<file path="src/rtl/flag_context_ctrl_pkg.sv">
// Shared definitions for the flag context controller and the branch unit.
// Latency: none (types, constants and a combinational helper only).
// Backpressure: not applicable.
package flag_context_ctrl_pkg;

    // Controller sequencing states
    typedef enum logic [1:0] {
        ST_IDLE    = 2'd0,
        ST_SAVE    = 2'd1,
        ST_RESTORE = 2'd2
    } state_t;

    // Bit positions inside a {C,N,Z,V} flag vector
    localparam int FLAG_C = 3;
    localparam int FLAG_N = 2;
    localparam int FLAG_Z = 1;
    localparam int FLAG_V = 0;

    // flagCond codes evaluated by the branch unit
    localparam logic [3:0] COND_AL = 4'd0;  // always
    localparam logic [3:0] COND_EQ = 4'd1;  // Z set
    localparam logic [3:0] COND_NE = 4'd2;  // Z clear
    localparam logic [3:0] COND_CS = 4'd3;  // C set
    localparam logic [3:0] COND_CC = 4'd4;  // C clear
    localparam logic [3:0] COND_MI = 4'd5;  // N set
    localparam logic [3:0] COND_PL = 4'd6;  // N clear
    localparam logic [3:0] COND_VS = 4'd7;  // V set
    localparam logic [3:0] COND_VC = 4'd8;  // V clear

    // Evaluate a branch condition against a flag vector
    function automatic logic cond_true(input logic [3:0] cond, input logic [3:0] flags);
        logic res;
        res = 1'b0;
        case (cond)
            COND_AL: res = 1'b1;
            COND_EQ: res = flags[FLAG_Z];
            COND_NE: res = ~flags[FLAG_Z];
            COND_CS: res = flags[FLAG_C];
            COND_CC: res = ~flags[FLAG_C];
            COND_MI: res = flags[FLAG_N];
            COND_PL: res = ~flags[FLAG_N];
            COND_VS: res = flags[FLAG_V];
            COND_VC: res = ~flags[FLAG_V];
            default: res = 1'b0;
        endcase
        return res;
    endfunction

endpackage

</file>
<file path="src/rtl/flag_context_ctrl_lifo.sv">
// DEPTH x 4 LIFO of flag snapshots with occupancy count and full/empty.
// Latency: push/pop take effect on the clock edge; top-of-stack read is combinational.
// Backpressure: push when full and pop when empty are ignored; the caller flags the error.
module flag_lifo
    import flag_context_ctrl_pkg::*;
#(
    parameter int DEPTH = 4,
    parameter int PTR_W = 2
) (
    input  logic             clk,
    input  logic             rst,
    input  logic             push,
    input  logic             pop,
    input  logic [3:0]       push_dat,
    output logic [3:0]       pop_dat,
    output logic [PTR_W:0]   count,
    output logic             full,
    output logic             empty
);

    localparam logic [PTR_W:0] FULL_CNT = (PTR_W+1)'(DEPTH);
    localparam logic [PTR_W:0] ONE      = (PTR_W+1)'(1);

    logic [3:0]     mem [DEPTH];
    logic [PTR_W:0] top;

    assign full    = (count == FULL_CNT);
    assign empty   = (count == '0);
    assign top     = count - ONE;
    assign pop_dat = mem[top[PTR_W-1:0]];

    // Storage and occupancy; push wins if both are requested
    always_ff @(posedge clk or negedge rst) begin
        if (!rst) begin
            for (int i = 0; i < DEPTH; i++) begin
                mem[i] <= '0;
            end
            count <= '0;
        end else if (push && !full) begin
            mem[count[PTR_W-1:0]] <= push_dat;
            count <= count + ONE;
        end else if (pop && !empty) begin
            count <= top;
        end
    end

endmodule

</file>
<file path="src/rtl/flag_context_ctrl.sv">
// Saves/restores {C,N,Z,V} across interrupt entry/return and arbitrates the flag register load port.
// Latency: entry acked 1 cycle after request; restored flags land 2 edges after the return request.
// Backpressure: ALU flag writes are refused (alu_stall) during SAVE/RESTORE and must be retried.
module flag_context_ctrl
    import flag_context_ctrl_pkg::*;
#(
    parameter int DEPTH = 4,
    parameter int PTR_W = 2
) (
    input  logic             clk,
    input  logic             rst,
    input  logic             alu_flag_we,
    input  logic [3:0]       flags_cur,
    input  logic             enter_req,
    input  logic             ret_req,
    input  logic             err_clr,
    output logic             enter_ack,
    output logic             ret_ack,
    output logic             flag_ld,
    output logic             flag_rest,
    output logic [3:0]       flags_bk,
    output logic             alu_stall,
    output logic [PTR_W:0]   depth,
    output logic             ovf_err,
    output logic             unf_err
);

    state_t         state;
    state_t         state_nxt;
    logic           go_restore;
    logic           push;
    logic           lifo_full;
    logic           lifo_empty;
    logic [3:0]     lifo_top;
    logic [PTR_W:0] lifo_count;
    logic           rest_ok;
    logic           ovf_set;
    logic           unf_set;

    // Enter has priority; a return is only taken from IDLE when no entry is pending
    assign go_restore = (state == ST_IDLE) && !enter_req && ret_req;
    assign push       = (state == ST_SAVE);
    assign ovf_set    = (state == ST_SAVE) && lifo_full;
    assign unf_set    = go_restore && lifo_empty;
    assign depth      = lifo_count;

    flag_lifo #(
        .DEPTH (DEPTH),
        .PTR_W (PTR_W)
    ) u_lifo (
        .clk      (clk),
        .rst      (rst),
        .push     (push),
        .pop      (go_restore),
        .push_dat (flags_cur),
        .pop_dat  (lifo_top),
        .count    (lifo_count),
        .full     (lifo_full),
        .empty    (lifo_empty)
    );

    // State register
    always_ff @(posedge clk or negedge rst) begin
        if (!rst) begin
            state <= ST_IDLE;
        end else begin
            state <= state_nxt;
        end
    end

    // Next state, load-port arbitration and acks
    always_comb begin
        state_nxt = state;
        flag_ld   = 1'b0;
        flag_rest = 1'b0;
        alu_stall = 1'b0;
        enter_ack = 1'b0;
        ret_ack   = 1'b0;
        case (state)
            ST_IDLE: begin
                // Gate with reset so no load leaks out while reset is held
                flag_ld = alu_flag_we & rst;
                if (enter_req) begin
                    state_nxt = ST_SAVE;
                end else if (ret_req) begin
                    state_nxt = ST_RESTORE;
                end
            end
            ST_SAVE: begin
                alu_stall = alu_flag_we;
                enter_ack = 1'b1;
                state_nxt = ST_IDLE;
            end
            ST_RESTORE: begin
                alu_stall = alu_flag_we;
                flag_rest = rest_ok;
                ret_ack   = 1'b1;
                state_nxt = ST_IDLE;
            end
            default: begin
                state_nxt = ST_IDLE;
            end
        endcase
    end

    // Pop into the backup port on the IDLE->RESTORE edge; hold it otherwise
    always_ff @(posedge clk or negedge rst) begin
        if (!rst) begin
            flags_bk <= '0;
            rest_ok  <= 1'b0;
        end else if (go_restore) begin
            rest_ok <= !lifo_empty;
            if (!lifo_empty) begin
                flags_bk <= lifo_top;
            end
        end
    end

    // Sticky error flags; a new error outranks a simultaneous clear
    always_ff @(posedge clk or negedge rst) begin
        if (!rst) begin
            ovf_err <= 1'b0;
            unf_err <= 1'b0;
        end else begin
            ovf_err <= ovf_set | (ovf_err & ~err_clr);
            unf_err <= unf_set | (unf_err & ~err_clr);
        end
    end

endmodule

</file>
<file path="config.mk">
export PLATFORM = sky130hd
export DESIGN_NAME = flag_context_ctrl
export DESIGN_NICKNAME = d
export VERILOG_FILES = /design/src/rtl/flag_context_ctrl_pkg.sv /design/src/rtl/flag_context_ctrl_lifo.sv /design/src/rtl/flag_context_ctrl.sv
export SDC_FILE = /design/constraint.sdc
export NUM_CORES = 1
export LEC_CHECK = 0
export BUFFER_PORTS_ARGS = -buffer_cell sky130_fd_sc_hd__clkbuf_2
export CELL_PAD_IN_SITES_DETAIL_PLACEMENT = 1
export CELL_PAD_IN_SITES_GLOBAL_PLACEMENT = 1
export CORE_AREA = 2 2 61 63
export CTS_CLUSTER_SIZE = 40
export DETAILED_ROUTE_END_ITERATION = 7
export DIE_AREA = 0 0 63 65
export PLACE_DENSITY = 0.83
export SYNTH_ARGS = -nofsm -noshare
export SYNTH_HDL_FRONTEND = slang
export SYNTH_HIERARCHICAL = 1
export SYNTH_SLANG_ARGS = --single-unit
</file>
<file path="constraint.sdc">
create_clock -name clk -period 2.2 [get_ports clk]
set_input_delay 0.33 -clock clk [delete_from_list [all_inputs] [get_ports clk]]
set_output_delay 0.33 -clock clk [all_outputs]
set_load 0.02 [all_outputs]
</file>
======== Yosys cells after proc, flatten, opt, wreduce, memory -nomap -nowiden ========
Cells that the tools add are included.
Widths: inputs -> output; s select.
storage, ports and cells
  register bits ........................... 28
  logic and storage cells ................. 59
operators by class
  magnitude comparators ................... 3
  $add $sub $neg .......................... 2
  multiplexer cells ....................... 16
  bitwise operators ....................... 9
  reduce and logical (&&, ||, !) cells .... 15
  equality and inequality tests ........... 4
operator list
  operator             count
  $bwmux 16            1
  $mux 4               3
  $bmux 4 s2           1
  $demux 4 s2          1
  $logic_and 1x1->1    7
  $ge 3x3->1 const B   2
  $mux 2               3
  $mux 3               2
  $not 2->3            2
  $mux 1               5
  $add 3x1->3 const B  1
  $and 1x1->1          3
  $eq 3x3->1 const B   1
  $logic_not 1->1      3
  $logic_not 3->1      1
  $lt 3x1->1 const B   1
  $ne 3x3->1 const B   1
  $sub 3x1->3 const B  1
  $eq 2x1->1 const B   1
  $eq 2x2->1 const B   1
  $logic_not 2->1      1
  $not 1->1            2
  $or 1x1->1           2
  $reduce_and 2->1     1
  2 further kinds      2

======== Longest topological paths before layout ========
Gate-level depths: netlist of run 1.
  depth after elaboration ................. 6
  gate-level depth with buffers ........... 7
  gate-level depth less buffers ........... 6

======== By module ========
Netlist of run 1, hierarchy kept.
by module, submodules not included
  module             area an instance (sq um)  cells an instance  instances
  flag_lifo          1022.2                    77                 1
  flag_context_ctrl  432.9                     32                 1

======== Least setup slack after synthesis of run 1 ========
OpenSTA, ideal clock, no wires.
  path type ............................... register -> register
  start ................................... register u_lifo.count[0]
  end ..................................... register flags_bk[0]
  data arrival time ....................... 1.978 ns
  clock period less this slack ............ 2.103 ns
  data required time ...................... 2.075 ns
  setup slack ............................. 0.097 ns
  stages on the path, launching flop included .. 8
  cells stage by stage .................... dfrtp_1 -> buf_2 -> inv_1 -> ha_1 -> nand2b_2 -> inv_1 -> and4bb_4 -> mux2_4
between the ends
  longest elaborated chain between the ends .. 5
  elaborated cells between the ends (all ways) .. 8
ends and longest elaborated chain
  element                                    line                          text
  start: declaration                         flag_context_ctrl_lifo.sv:16  output logic [PTR_W:0] count,
  start signal: assignment                   flag_context_ctrl_lifo.sv:41  count <= count + ONE;
  start signal: assignment                   flag_context_ctrl_lifo.sv:43  count <= top;
  $sub 3x1->3                                flag_context_ctrl_lifo.sv:29  assign top = count - ONE;
  net u_lifo.top[0]                          flag_context_ctrl_lifo.sv:25  logic [PTR_W:0] top;
  $not 2->3 (not written as such)            flag_context_ctrl_lifo.sv:30  assign pop_dat = mem[top[PTR_W-1:0]];
  $bmux 4 s2                                 flag_context_ctrl_lifo.sv:30
  $mux 4 (not written as such) (2 in a row)  flag_context_ctrl_lifo.sv:30
  end signal: assignment                     flag_context_ctrl.sv:114      flags_bk <= lifo_top;
  end: declaration                           flag_context_ctrl.sv:21       output logic [3:0] flags_bk,
The timed path passes the listed nets, and every way through them passes these cells. The select of a mux whose other input is x is not followed.
A chain may end at the register's enable or synchronous reset.

======== Final worst setup path of run 1 ========
  start ................................... register u_lifo.count[1]
  end ..................................... register u_lifo.count[1]
between the ends
  longest elaborated chain between the ends .. 4
  elaborated cells between the ends (all ways) .. 11
ends and longest elaborated chain
  element
  parallel branches: the longest is 4 deep, another holds $sub 3x1->3
Several ways; the timed one is not identified. The select of a mux whose other input is x is not followed.

==> results of run 1 <==
[layer usage]
metal	vias up	wire length, um	GRT usage [%]
li1	447	-	-
met1	501	1310	19.1
met2	24	1780	35.6
met3	2	116	2.08
met4	0	11	4.17
met5	-	0	0
[worst max-delay path: stages (launching register included)]
cell and delay (ns):
dfrtp_1 0.48, inv_1 0.13, ha_1 0.45, and2_1 0.23
a222oi_1 0.27, o311ai_1 0.18
[registers in the layout, indices dropped and copies added (netlist names)]
signal        count
u_lifo/mem       16
flags_bk          4
u_lifo/count      3
state             2
ovf_err           1
rest_ok           1
unf_err           1
[placed cells by master (no fill, tap or decap), drive strengths merged, types with 2 or more instances in the layout]
cell / synthesis / layout
o21ai: 2 / 2
and2: 4 / 4
ha: 9 / 9
nor2b: 3 / 3
a21boi: 2 / 2
a22o: 2 / 2
nor2: 3 / 3
mux4: 4 / 4
nand2: 4 / 4
inv: 8 / 8
buf: 1 / 4
dfrtp: 28 / 28
clkbuf: 1 / 26
mux2: 20 / 20
[logic make-up (layout without fill, tap and decap cells)]
kind of cell / Yosys count / in the layout / synth area share (%)
AO/OA/AOI/OAI: 16 / 16 / 9.12
adder cells (fa/ha/maj): 9 / 9 / 7.74
flip-flops: 28 / 28 / 48.2
AND/OR/NAND/NOR: 22 / 22 / 9.63
multiplexers: 24 / 24 / 22.7
buffers and inverters: 10 / 39 / 2.67
[synth_stat cells]
cell       n  area share (%)
mux2_4     4             4.1
clkbuf_1   1            0.26
mux2_2    16              12
nor2b_1    3             1.3
dfrtp_1   28              48
o21ai_0    2            0.69
and3b_1    1            0.60
nand2_1    4             1.0
a22o_2     1            0.69
nor3b_1    1            0.52
a211o_1    1            0.60
nand3_1    1            0.34
a221oi_1   1            0.60
a21boi_4   1             1.3
buf_2      1            0.34
o311ai_1   1            0.60
a31oi_1    1            0.43
o211ai_1   1            0.52
a21oi_1    1            0.34
and2_1     4             1.7
o21a_1     1            0.52
and2b_1    1            0.52
nor2_1     3            0.77
and3_1     1            0.43
nor4bb_1   1            0.69
a22o_1     1            0.60
a222oi_1   1            0.69
nand2b_2   1            0.60
ha_1       9             7.7
inv_1      8             2.1
o21bai_1   1            0.52
a21o_1     1            0.52
a21boi_0   1            0.52
and4bb_4   1             1.1
mux4_2     4             6.2
[area by class of cell]
cell class	instances	area, um^2
Clock buffer	3	22.5
Fill cell	396	1790
Timing Repair Buffer	27	145
Clock inverter	1	30.0
Sequential cell	28	701
Inverter	8	30.0
Multi-Input combinational cell	71	716
Tap cell	48	60.1
[per-stage QoR]
step	total power, W	hold slack (ns)	instances	instance area (um^2)
floorplan	0.00175	0.0344	109	1460
global placement	0.00203	0.374	182	1650
detailed placement	0.00213	0.399	182	1650
CTS	0.00247	0.0193	186	1700
global route	0.00262	0.0227	186	1700
finish	0.00243	0.0144	186	1700
[path summary, 6_finish.rpt]
check | startpoint | to | slack (ns) | cells after the start
max in group asynchronous | rst | u_lifo/count[0]$_DFFE_PN0P_ | 1.92 | 2
setup reg to reg | u_lifo/count[1]$_DFFE_PN0P_ | u_lifo/count[1]$_DFFE_PN0P_ | 0.33 | 5
hold reg to reg | ovf_err$_DFF_PN0_ | ovf_err$_DFF_PN0_ | 0.52 | 1
hold / removal | rst | state[1]$_DFFE_PN0P_ | 0.01 | 2
min in group clk | enter_req | state[1]$_DFFE_PN0P_ | 0.19 | 2
setup / recovery | u_lifo/count[1]$_DFFE_PN0P_ | u_lifo/count[1]$_DFFE_PN0P_ | 0.33 | 5
[report_power, final]
| group | leakage, nW | switching (W) | internal [W] | total [W] |
|---|---|---|---|---|
| sequential | 0.334 | 0.000157 | 0.000754 | 0.000911 |
| clock | 0.0279 | 0.000153 | 0.000184 | 0.000337 |
| combinational | 0.443 | 0.000584 | 0.000603 | 0.00119 |
==> results.cfg, run 1 <==
[status]
status = finished, final reports clean

[floorplan]
coreArea_mm2 = 0.00350
die_h_um = 65
fp.dieW_um = 63
initial_utilization_pct = 41.6
num_rows = 22
dieArea_mm2 = 0.00410
ioPinCount = 24

[placed_design]
dpl.hpwl_um = 2500
place_congestion = 0.800
post-place-ws_ns = 0.339
io_buffers = 23

[route]
ant_nets = 0
drc = 0
num_vias = 974
dr.pass1.iters = 4
vias_per_cell = 5.24
wl_per_cell_um = 17.3
drtIter0Drc = 13
wl_um = 3220

[setup_path]
crit_required_ns = 2.39
cp_max_fo = 8
crit_type = reg2reg
worstSetupEndpointType = register
cp.arrival_ns = 2.06
startpoint_type = register

[sta]
timing.final.crit_share_pct = 84.9
grt_setup_unrepaired = no
maxSlewHeadroom_pct = 76.3
fmax_mhz = 536
setup_ws_ns = 0.333
skew_ns = 0.00388
setup_tns_ns = 0
finalHoldViolations = 0
setup_violations = 0
period_needed_ns = 1.87
finalMaxSlewViolations = 0
tightestPinTransition_ns = 0.356

[global_route]
grt_overflow = 0
antenna_found_initial = 0
grt_pass1_vias = 1057
grt_max_degree = 29
grt.total_usage_pct = 17.6
grt_pass1_wl_um = 5350

[pwr]
power_density_mw_per_mm2 = 1430
leakagePower_nw = 0.805
ir_drop_mv = 0.548

[finish]
post-route-util_pct = 48.7
diodes = 0
drive_above_1_share_pct = 42.8
nets = 158
area_delta_synth_final_pct = 17.1

[clock_tree]
post_cts_buffers = 0
cts_tree = done
clk_latency_ns = 0.33
clkTransAtPathRegs_ns = 0.15
cts_root_buf = clkbuf_4
clock-sinks = 28
numCtsBuffers = 3
postCtsHoldBufs = 0
post_cts_resized = 0
max-clock-path-buffers = 2
htree_levels = 1

[logic_synthesis]
syn_nets = 128
synth_cell_type_count = 35
syn_area_per_cell_um2 = 13.3
netlist_area_mm2 = 0.00146
yosys_warnings = 6
ys_ff_latch = 28
synthCells = 109
ys_seq_area_share_pct = 48.2

[min_path]
hp-class = in2async

[flow_run]
drv_cap = 0
Power figures use the tool's default switching activity.
==> inputs of run 2 (changes only) <==
--- a/config.mk
+++ b/config.mk
@@ -5,14 +5,15 @@
 export SDC_FILE = /design/constraint.sdc
 export NUM_CORES = 1
 export LEC_CHECK = 0
+export ABC_AREA = 1
 export BUFFER_PORTS_ARGS = -buffer_cell sky130_fd_sc_hd__clkbuf_2
 export CELL_PAD_IN_SITES_DETAIL_PLACEMENT = 1
 export CELL_PAD_IN_SITES_GLOBAL_PLACEMENT = 1
-export CORE_AREA = 2 2 61 63
+export CORE_AREA = 2 2 63 65
 export CTS_CLUSTER_SIZE = 40
 export DETAILED_ROUTE_END_ITERATION = 7
-export DIE_AREA = 0 0 63 65
-export PLACE_DENSITY = 0.83
+export DIE_AREA = 0 0 65 67
+export PLACE_DENSITY = 0.84
 export SYNTH_ARGS = -nofsm -noshare
 export SYNTH_HDL_FRONTEND = slang
 export SYNTH_HIERARCHICAL = 1
==> constraint.sdc (replaced) <==
create_clock -name clk -period 1.9 [get_ports clk]
set_input_delay 0.285 -clock clk [delete_from_list [all_inputs] [get_ports clk]]
set_output_delay 0.285 -clock clk [all_outputs]
set_load 0.02 [all_outputs]
==> results.cfg, run 2 <==
[finish]
nets = 218
regMostFlops = u_lifo/mem
layout_commonest_cell = nand2_1
area_delta_synth_final_pct = 17.7
largest_reg_flops = 16
finish.instance_area_mm2 = 0.00171
reg_top3 = u_lifo/mem (16), flags_bk (4), u_lifo/count (3)
fillers = 433
drive_above_1_share_pct = 22.2
mostFrequentLayoutCells = 48 x nand2_1, 28 x dfrtp_1, 26 x o21ai_0
diodes = 0
layout.cells.non_filler = 246

[route]
wl_um = 3450
dr.pass1.iters = 4
drtIter0Drc = 57
drc = 0
num_vias = 1192
vias_per_cell = 4.85
ant_nets = 0
wl_per_cell_um = 14.0

[clock_tree]
clkTransAtPathRegs_ns = 0.10
post_cts_buffers = 0
htree_levels = 1
postCtsHoldBufs = 0
post_cts_resized = 0
cts_root_buf = clkbuf_8
clk_latency_ns = 0.28
numCtsBuffers = 3
cts_tree = done
max-clock-path-buffers = 2
clock-sinks = 28

[logic_synthesis]
ys_top_cells_by_area = dfrtp_1 48%, nand2_1 12%, o21ai_0 9.0%
synth_compound_area_share_pct = 12.0
netlist_area_mm2 = 0.00145
synth_most_common_cell = nand2_1
synth_top_family_by_area = simple AND/OR/NAND/NOR gates
synthSimpleGateAreaFrac_pct = 24.4
synth_top_area_share_pct = 48.3
synth_edf_count = 0
ys_ff_latch = 28
synth_xor_area_share_pct = 0.604
yosys_warnings = 6
synthCells = 170
ys.flop_type = dfrtp_1
syn_area_per_cell_um2 = 8.53
yosys.area.top_type = dfrtp_1
ys_seq_area_share_pct = 48.3
synth_cell_type_count = 19
synthArstFlopShare_pct = 100
synth_common_cells = 48 x nand2_1, 28 x dfrtp_1, 26 x o21ai_0
syn_nets = 189
synth_adder_area_share_pct = 7.77
synthMuxAreaShare_pct = 0

[pwr]
ir_drop_mv = 0.550
power.total_w = 0.00284
power_density_mw_per_mm2 = 1670
leakagePower_nw = 0.945

[placed_design]
dp_cells = 242
dpl.hpwl_um = 2630
io_buffers = 23
place_area_mm2 = 0.00164
place_congestion = 0.851

[setup_path]
crit_type = reg2out
startpoint_type = register
r2r_slack_ns = 0.30
crit_top_cell = inv_1
cp_max_fo = 3
worstSetupEndpointType = output pin
crit_chain = inv_1, ha_1, inv_1, nor2_1, clkbuf_2
crit_required_ns = 1.62
cp.arrival_ns = 1.40
max_stage_delay_ns = 0.42
slowest_stage = dfrtp_1

[global_route]
grt_pass1_wl_um = 5840
grt.total_usage_pct = 17.4
antenna_found_initial = 0
grt_pass1_vias = 1269
grt_max_degree = 29
grt_overflow = 0

[sta]
tightestPinTransition_ns = 0.368
grt_setup_unrepaired = no
finalMaxSlewViolations = 0
period_needed_ns = 1.69
timing.final.crit_share_pct = 88.7
maxSlewHeadroom_pct = 75.5
fmax_mhz = 593
whs_ns = 0.0114
skew_ns = 0.00746
finalHoldViolations = 0
setup_tns_ns = 0
setup_violations = 0

[flow_run]
drv_cap = 0

[floorplan]
ioPinCount = 24
die_h_um = 67
fp.dieW_um = 65
initial_utilization_pct = 40.2
num_rows = 22
dieArea_mm2 = 0.00436
coreArea_mm2 = 0.00361

[status]
status = finished, final reports clean

[min_path]
hp-class = in2async
==> run 2: layout make-up <==
class | instances | area [um^2] | area share, %
inverter | 24 | 95.1 | 5.57
multi-input combinational | 117 | 649 | 38.0
timing repair buffer | 25 | 130 | 7.62
sequential | 28 | 701 | 41.1
clock buffer | 3 | 41.3 | 2.42
tap | 48 | 60.1 | 3.52
clock inverter | 1 | 30.0 | 1.76
==> run 2: worst max-delay path, delay by kind of cell (launching register included) <==
family | cells | cell delay (ns)
buffers and inverters | 3 | 0.37
adders and majority gates | 1 | 0.21
and+or+nand+nor | 1 | 0.11
DFF | 1 | 0.42
==> run 2: path summary, 6_finish.rpt <==
path,start,end,depth (start not counted)
max in group asynchronous,rst,u_lifo/mem[3]$_DFFE_PN0P_,2
max reg2reg,u_lifo/count[1]$_DFFE_PN0P_,flags_bk[3]$_DFFE_PN0P_,7
min in group clk,err_clr,unf_err$_DFF_PN0_,2
max,state[0]$_DFFE_PN0P_,flag_ld,5
min,rst,unf_err$_DFF_PN0_,2
min reg2reg,flags_bk[3]$_DFFE_PN0P_,flags_bk[3]$_DFFE_PN0P_,2
==> run 2: layer usage <==
metal | part of all wire [%] | wire [um] | track usage (%) | vias up
li1 | - | - | - | 600
met1 | 44 | 1530 | 21.7 | 558
met2 | 50 | 1730 | 31.4 | 29
met3 | 4.2 | 146 | 2.36 | 5
met4 | 1.3 | 46 | 4.52 | 0
met5 | 0 | 0 | 0 | -
==> run 2: metrics by stage <==
| stage | util, % | setup WS (ns) |
|---|---|---|
| global route | 47.3 | 0.143 |
| detailed placement | 45.4 | 0.354 |
| CTS | 47.3 | 0.215 |
| global placement | 45.4 | 0.430 |
| finish | 47.3 | 0.214 |
| floorplan | - | 0.218 |
==> run 2: power by group <==
group	leakage (nW)	internal [W]	switching [W]	total, W
sequential	0.345	0.000866	0.000194	0.00106
clock	0.0357	0.000283	0.000201	0.000483
combinational	0.565	0.000453	0.000848	0.00130
total	0.945	0.00160	0.00124	0.00284
==> run 2: cells by family (layout without fill, tap and decap cells) <==
kind of cell	Yosys count	after routing
buffers and inverters	25	53
AOI/OAI and AO/OA	33	33
adders and majority gates	9	9
and+or+nand+nor	74	74
xor gates and xnor gates	1	1
DFF	28	28
==> inputs of run 3 (changes only) <==
--- a/config.mk
+++ b/config.mk
@@ -9,11 +9,12 @@
 export BUFFER_PORTS_ARGS = -buffer_cell sky130_fd_sc_hd__clkbuf_2
 export CELL_PAD_IN_SITES_DETAIL_PLACEMENT = 1
 export CELL_PAD_IN_SITES_GLOBAL_PLACEMENT = 1
-export CORE_AREA = 2 2 63 65
+export CORE_AREA = 2 2 62 64
+export CTS_BUF_LIST = sky130_fd_sc_hd__clkbuf_4
 export CTS_CLUSTER_SIZE = 40
 export DETAILED_ROUTE_END_ITERATION = 7
-export DIE_AREA = 0 0 65 67
-export PLACE_DENSITY = 0.84
+export DIE_AREA = 0 0 64 66
+export PLACE_DENSITY = 0.86
 export SYNTH_ARGS = -nofsm -noshare
 export SYNTH_HDL_FRONTEND = slang
 export SYNTH_HIERARCHICAL = 1
==> results.cfg, run 3 (synthesized netlist as in run 2, its figures left out) <==
[min_path]
hold_path_depth = 2
hp-class = in2reg
holdCritStartpoint = err_clr
min_to = unf_err$_DFF_PN0_

[finish]
post-route-util_pct = 47.8
drive_above_1_share_pct = 22.1
diodes = 0
reg_top3 = u_lifo/mem (16), flags_bk (4), u_lifo/count (3)
mostFrequentLayoutCells = 48 x nand2_1, 28 x dfrtp_1, 26 x o21ai_0
layout_commonest_cell = nand2_1
finish.instance_area_mm2 = 0.00170
largest_reg_flops = 16
area_delta_synth_final_pct = 17.1
nets = 219
regMostFlops = u_lifo/mem

[global_route]
grt_pass1_vias = 1224
antenna_found_initial = 0
grt_overflow = 0
grt.total_usage_pct = 17.5
grt_max_degree = 29
grt_pass1_wl_um = 5740

[floorplan]
num_rows = 22
initial_utilization_pct = 40.8
die_h_um = 66
fp.dieW_um = 64
coreArea_mm2 = 0.00355
ioPinCount = 24
dieArea_mm2 = 0.00422

[route]
num_vias = 1212
drc = 0
vias_per_cell = 4.91
ant_nets = 0
dr.pass1.iters = 4
wl_per_cell_um = 13.6
wl_um = 3360
drtIter0Drc = 35

[status]
status = finished, final reports clean

[setup_path]
startpoint_type = register
startpoint = state[1]$_DFFE_PN0P_
crit_type = reg2out
worstSetupEndpointType = output pin
worstRegToRegCells = 7
r2r_slack_ns = 0.24
cp.arrival_ns = 1.46
cp_max_fo = 3
crit_required_ns = 1.62
reg2reg_from = u_lifo/count[1]$_DFFE_PN0P_
timing.rr.end = flags_bk[2]$_DFFE_PN0P_

[clock_tree]
post_cts_buffers = 0
max-clock-path-buffers = 2
htree_levels = 1
postCtsHoldBufs = 1
cts_tree = done
cts_root_buf = clkbuf_4
post_cts_resized = 0
clkTransAtPathRegs_ns = 0.16
clk_latency_ns = 0.33
clock-sinks = 28
numCtsBuffers = 3

[placed_design]
place_area_mm2 = 0.00164
place_congestion = 0.725
io_buffers = 23
dpl.hpwl_um = 2560

[sta]
finalMaxSlewViolations = 0
period_needed_ns = 1.75
whs_ns = 0.124
tightestPinTransition_ns = 0.362
fmax_mhz = 572
setup_tns_ns = 0
grt_setup_unrepaired = no
skew_ns = 0.00330
setup_violations = 0
finalHoldViolations = 0
timing.final.crit_share_pct = 92.1
maxSlewHeadroom_pct = 75.9

[flow_run]
drv_cap = 0

[pwr]
power_density_mw_per_mm2 = 1630
ir_drop_mv = 0.692
power.total_w = 0.00276
leakagePower_nw = 0.941
-- run 3: cell count changes in the layout (fill, tap and decap cells not counted), sizes merged --
| cell | delta |
|---|---|
| dlygate4sd3 | +1 |
-- run 3: power by group --
part	internal (W)	switching (W)	total, W
clock	0.000213	0.000181	0.000394
combinational	0.000453	0.000862	0.00132
sequential	0.000864	0.000187	0.00105
total	0.00153	0.00123	0.00276
-- run 3: through the flow --
step	std cells	setup WS, ns
after floorplan	170	0.218
after global placement	242	0.433
after detailed placement	242	0.327
after CTS	247	0.127
after global routing	247	0.0136
final	247	0.151
-- run 3: cell type report --
| cell class | count | area, um^2 |
|---|---|---|
| fillers | 449 | 1850 |
| repair buffers | 26 | 140 |
| multi-input cells | 117 | 649 |
| inverters | 24 | 95.1 |
| flip-flops and latches | 28 | 701 |
| clock buffers | 3 | 22.5 |
| clock inverters | 1 | 30.0 |
| well taps | 48 | 60.1 |
-- run 3: metal layers --
metal	vias to the layer above	wire (um)	GRT usage [%]	part of all wire (%)
met5	-	0	0	0
met4	0	18	5.43	0.54
met3	2	92	1.53	2.7
met2	25	1690	31.5	50
met1	587	1560	22.1	46
li1	598	-	-	-
-- run 3: how the worst max path moves through the flow --
| stage | slack (ns) | endpoint |
|---|---|---|
| 6_report | 0.15 | flag_ld |
| 5_1_grt | 0.01 | flag_ld |
| 4_1_cts | 0.13 | flag_ld |
| 2_1_floorplan | 0.22 | flags_bk[0]$_DFFE_PN0P_ |
| 3_5_place_dp | 0.33 | flags_bk[2]$_DFFE_PN0P_ |
| 3_3_place_gp | 0.43 | flags_bk[2]$_DFFE_PN0P_ |
-- run 3: worst max-delay path, cell delays in order, from the launching register on --
cell and delay [ns]:
dfrtp_1 0.41, inv_1 0.10, ha_1 0.22, inv_1 0.12, nor2_1 0.12, clkbuf_2 0.17
